<file path="config.mk">
export PLATFORM = sky130hd
export DESIGN_NAME = mem_bus_arbiter
export DESIGN_NICKNAME = d
export VERILOG_FILES = /design/src/rtl/mem_bus_arbiter.sv
export SDC_FILE = /design/constraint.sdc
export NUM_CORES = 1
export LEC_CHECK = 0
export ABC_AREA = 1
export CAP_MARGIN = 40
export CORE_AREA = 2 2 169 171
export CTS_CLUSTER_SIZE = 8
export DETAILED_ROUTE_END_ITERATION = 6
export DIE_AREA = 0 0 171 173
export PLACE_DENSITY = 0.71
export SYNTH_ARGS = -nofsm -noshare
export SYNTH_HDL_FRONTEND = slang
export SYNTH_SLANG_ARGS = --single-unit
</file>
<file path="constraint.sdc">
create_clock -name clock -period 4.3 [get_ports clock]
set_input_delay 0.645 -clock clock [delete_from_list [all_inputs] [get_ports clock]]
set_output_delay 0.645 -clock clock [all_outputs]
set_load 0.1 [all_outputs]
</file>
<file path="src/rtl/mem_bus_arbiter.sv">
// Two-requester memory bus arbiter: fetch (req0, read-only) and data port (req1, read/write).
// Define ROUND_ROBIN_EN for alternating tie-break; otherwise the data port wins ties.
module mem_bus_arbiter #(
  parameter int ADDR_WIDTH   = 32,
  parameter int DATA_WIDTH   = 64,
  parameter int READ_LATENCY = 1
) (
  input  logic                  clock,
  input  logic                  reset,
  input  logic                  req0_valid,
  input  logic [ADDR_WIDTH-1:0] req0_addr,
  input  logic [1:0]            req0_size,
  output logic                  req0_ready,
  output logic                  rsp0_valid,
  output logic [DATA_WIDTH-1:0] rsp0_data,
  input  logic                  req1_valid,
  input  logic                  req1_write,
  input  logic [ADDR_WIDTH-1:0] req1_addr,
  input  logic [1:0]            req1_size,
  input  logic [DATA_WIDTH-1:0] req1_wdata,
  output logic                  req1_ready,
  output logic                  rsp1_valid,
  output logic [DATA_WIDTH-1:0] rsp1_data,
  output logic [ADDR_WIDTH-1:0] bus_address,
  output logic [1:0]            bus_size,
  output logic                  bus_mem_read,
  output logic                  bus_mem_write,
  output logic [DATA_WIDTH-1:0] bus_wdata,
  input  logic [DATA_WIDTH-1:0] bus_rdata,
  output logic                  busy
);

  typedef enum logic [1:0] {IDLE, ACCESS, RESP} state_t;

  localparam logic [3:0] CNT_INIT = 4'(READ_LATENCY - 1);

  state_t                state_q, state_d;
  logic                  owner_q, owner_d;
  logic                  write_q, write_d;
  logic [3:0]            cnt_q, cnt_d;
  logic                  last_grant_q, last_grant_d;
  logic [ADDR_WIDTH-1:0] addr_q, addr_d;
  logic [1:0]            size_q, size_d;
  logic [DATA_WIDTH-1:0] wdata_q, wdata_d;
  logic [DATA_WIDTH-1:0] rsp0_data_q, rsp0_data_d;
  logic [DATA_WIDTH-1:0] rsp1_data_q, rsp1_data_d;
  logic                  grant0, grant1;

  always_comb begin
    grant0 = 1'b0;
    grant1 = 1'b0;
    if (state_q == IDLE) begin
`ifdef ROUND_ROBIN_EN
      if (req0_valid && req1_valid) begin
        grant0 = last_grant_q;
        grant1 = !last_grant_q;
      end else begin
        grant0 = req0_valid;
        grant1 = req1_valid;
      end
`else
      grant1 = req1_valid;
      grant0 = req0_valid && !req1_valid;
`endif
    end
  end

  always_comb begin
    state_d      = state_q;
    owner_d      = owner_q;
    write_d      = write_q;
    cnt_d        = cnt_q;
    last_grant_d = last_grant_q;
    addr_d       = addr_q;
    size_d       = size_q;
    wdata_d      = wdata_q;
    rsp0_data_d  = rsp0_data_q;
    rsp1_data_d  = rsp1_data_q;
    case (state_q)
      IDLE: begin
        if (grant0 || grant1) begin
          owner_d      = grant1;
          last_grant_d = grant1;
          write_d      = grant1 && req1_write;
          addr_d       = grant1 ? req1_addr : req0_addr;
          size_d       = grant1 ? req1_size : req0_size;
          wdata_d      = grant1 ? req1_wdata : '0;
          cnt_d        = (grant1 && req1_write) ? 4'd0 : CNT_INIT;
          state_d      = ACCESS;
        end
      end
      ACCESS: begin
        if (cnt_q != 4'd0) begin
          cnt_d = cnt_q - 4'd1;
        end else begin
          // Write acknowledges carry zero data back to the requester.
          if (owner_q) rsp1_data_d = write_q ? '0 : bus_rdata;
          else         rsp0_data_d = write_q ? '0 : bus_rdata;
          state_d = RESP;
        end
      end
      RESP:    state_d = IDLE;
      default: state_d = IDLE;
    endcase
  end

  always_ff @(posedge clock) begin
    if (reset) begin
      state_q      <= IDLE;
      owner_q      <= 1'b0;
      write_q      <= 1'b0;
      cnt_q        <= 4'd0;
      last_grant_q <= 1'b1;
      rsp0_data_q  <= '0;
      rsp1_data_q  <= '0;
    end else begin
      state_q      <= state_d;
      owner_q      <= owner_d;
      write_q      <= write_d;
      cnt_q        <= cnt_d;
      last_grant_q <= last_grant_d;
      rsp0_data_q  <= rsp0_data_d;
      rsp1_data_q  <= rsp1_data_d;
    end
  end

  // Latched request fields are only visible through the ACCESS-gated bus outputs.
  always_ff @(posedge clock) begin
    addr_q  <= addr_d;
    size_q  <= size_d;
    wdata_q <= wdata_d;
  end

  assign req0_ready    = grant0;
  assign req1_ready    = grant1;
  assign busy          = (state_q != IDLE);
  assign bus_address   = (state_q == ACCESS) ? addr_q  : '0;
  assign bus_size      = (state_q == ACCESS) ? size_q  : '0;
  assign bus_wdata     = (state_q == ACCESS) ? wdata_q : '0;
  assign bus_mem_read  = (state_q == ACCESS) && !write_q;
  assign bus_mem_write = (state_q == ACCESS) && write_q;
  assign rsp0_valid    = (state_q == RESP) && !owner_q;
  assign rsp1_valid    = (state_q == RESP) && owner_q;
  assign rsp0_data     = rsp0_data_q;
  assign rsp1_data     = rsp1_data_q;

endmodule

</file>
==> run metrics <==
Final nets=2,181; met3 Track Usage GR=0.0579; relative slew slack=0.385; drt first-iter violations=1,033; antenna-violating nets left=0; Hold Path Class=reg2reg; total number of vias=11,619; CP startpoint=state_q[0]; RSZ-0062 raised after global routing=no; Fin Setup TNS=0 ns; Die Width=171 µm; share of post-route cells with drive strength above 1=0.150; Final GP Congestion=0.868; total power draw=11.9 mW; Final period util=0.724; antenna violations before repair=7; Achievable Freq=0.321 GHz; Num CTS Buffers=35; drt via density=4.88; worst setup path end=bus_wdata[14]; worst slew pin tran=0.920 ns; worst reg2reg path depth=9; Post-CTS Setup Bufs=0; Hold Vio Cnt, Final=0; VDD IR-drop max=413 µV; reg2reg setup slack=1.48 ns; initial core utilization=0.381; grt met1 use=0.299; synth unique cells=21; Synth Net Count=1,606; Root Driver=clkbuf_16; routed len/inst=17.6 µm; DRT Pass-1 Iters=6; Crit Reg-Reg Startpoint=cnt_q[0]; Yosys Warn Count=0; # IOs=434; final wirelength=41,800 µm; most frequent cells in the layout=nor2_1, clkdlybuf4s50_1, nand2_1; worst-skew pair later-pin latency=0.49 ns; max cap viols=0; register area share after synthesis=0.538; Crit Reg-Reg Endpoint=rsp1_data[45]; Fin Clk Skew=0.0147 ns; largest net degree at the start of global routing=114; met2 Track Usage GR=0.482; Netlist Area Pre-Place=10,500 µm²; Slew Limit Fails=0; gr ovfl total=0; status=completed; DIE HEIGHT=173 µm; final hold slack=0.461 ns; Worst setup EP type=output port; Layout area overhead=86.9%; number of global-route vias before repair=11,819; Setup Viol. Count Final=0; leading cell type in the layout, fill and taps excluded=nor2_1; pwr dens=604 nW/µm²; placed cells=2,319; crit path DAT=2.47 ns; CTS tree=yes; Core ar.=27,600 µm²; design area=19,700 µm²; Synth Area per Inst=7.50 µm²; row count=61; leakage power=8.76 nW; global-route wire length before repair=64,300 µm; CTS H-tree lvls=2; dpl hpwl=30,100 µm; hold path cells=2; Buffers on Ports=433; Crit Path Category=reg2out; Bufs on Longest Clock Path=3; CP Launch Type=register; min Tclk post-route=3.11 ns; GR peak layer=met2; Final Instance Count excl. Fillers=2,379; clock-pin slew on the worst setup and hold paths=0.05 ns; #FFs+latches synth=234; Syn Inst Count=1,403; cts hold-fix bufs=0; GRT Util Overall=0.277; CTS Sinks=234; DRC violations left=0; # resized after CTS=0; Req. time, crit path=3.65 ns; Area after DPL=18,700 µm²; DIE AREA=29,600 µm²; CP Max Fanout=73
-- layer usage --
layer | routed length [µm] | part of all wire
met1 | 14800 | 0.35
met2 | 21200 | 0.51
met3 | 2800 | 0.067
met4 | 3060 | 0.073
met5 | 0 | 0
-- cells in the mapped netlist --
library cell	count	area, µm²
nor2_1	433	1630
nand2_1	312	1170
inv_1	173	649
dfxtp_1	136	2720
nand4_1	128	801
edfxtp_1	98	2940
buf_2	51	255
clkbuf_1	28	105
buf_1	12	45.0
buf_4	8	60.1
nand3_1	7	35.0
inv_2	3	11.3
a21oi_1	2	10.0
clkinv_1	2	7.51
ha_1	2	25.0
nor2_4	2	22.5
nor3_1	2	10.0
a211oi_1	1	7.51
nand2_2	1	6.26
nor2_2	1	6.26
o21ai_1	1	5.00
-- layout make-up --
cell class | count | area (µm²)
Timing Repair Buffer | 637 | 8100
Tap cell | 378 | 473
Multi-Input combinational cell | 892 | 3740
Inverter | 178 | 673
Fill cell | 1857 | 7960
Antenna cell | 7 | 17.5
Clock buffer | 52 | 982
Clock inverter | 1 | 8.76
Sequential cell | 234 | 5670
-- metrics by stage --
step / utilization / worst slack (ns)
floorplan: - / 0.716
global placement: 0.540 / 1.23
detailed placement: 0.675 / 1.42
CTS: 0.711 / 1.16
global route: 0.712 / 1.05
finish: 0.712 / 1.19
-- flip-flops by register name, summed over array words and instances, names as in the netlist --
register,cells
rsp1_data,64
wdata_q,64
cnt_q,4
size_q,2
write_q,1
rsp0_data,64
owner_q,1
state_q,2
addr_q,32
-- power breakdown --
group	total (mW)	internal (mW)	switching (mW)
clock network	2.51	1.56	0.956
logic	6.34	2.09	4.25
registers	3.02	2.83	0.193
-- worst min path at each step --
stage,slack [ns],from,endpoint
after floorplan,0.45,write_q,write_q
after global placement,0.45,rsp1_data[24],rsp1_data[24]
after detailed placement,0.46,rsp0_data[6],rsp0_data[6]
after CTS,0.47,rsp0_data[6],rsp0_data[6]
after global routing,0.49,rsp1_data[50],rsp1_data[50]
final,0.46,rsp1_data[1],rsp1_data[1]
-- critical path: stages, from the launching register on --
cell and delay, ns:
dfxtp_1 0.41, nand2_4 0.27, buf_16 0.32, nor2_1 0.18, clkdlybuf4s50_1 0.56, buf_8 0.21
-- logic make-up (layout without fill, tap and decap cells) --
| group | count (synthesis) | count (layout) | synth area share |
|---|---|---|---|
| buffers and inverters | 277 | 868 | 0.108 |
| AND/OR/NAND/NOR | 886 | 886 | 0.349 |
| adder cells (fa/ha/maj) | 2 | 2 | 0.00238 |
| flip-flops | 234 | 234 | 0.538 |
| AO/OA/AOI/OAI | 4 | 4 | 0.00214 |
| other | 0 | 7 | 0 |
No activity file was read; power rests on OpenSTA's default activity.
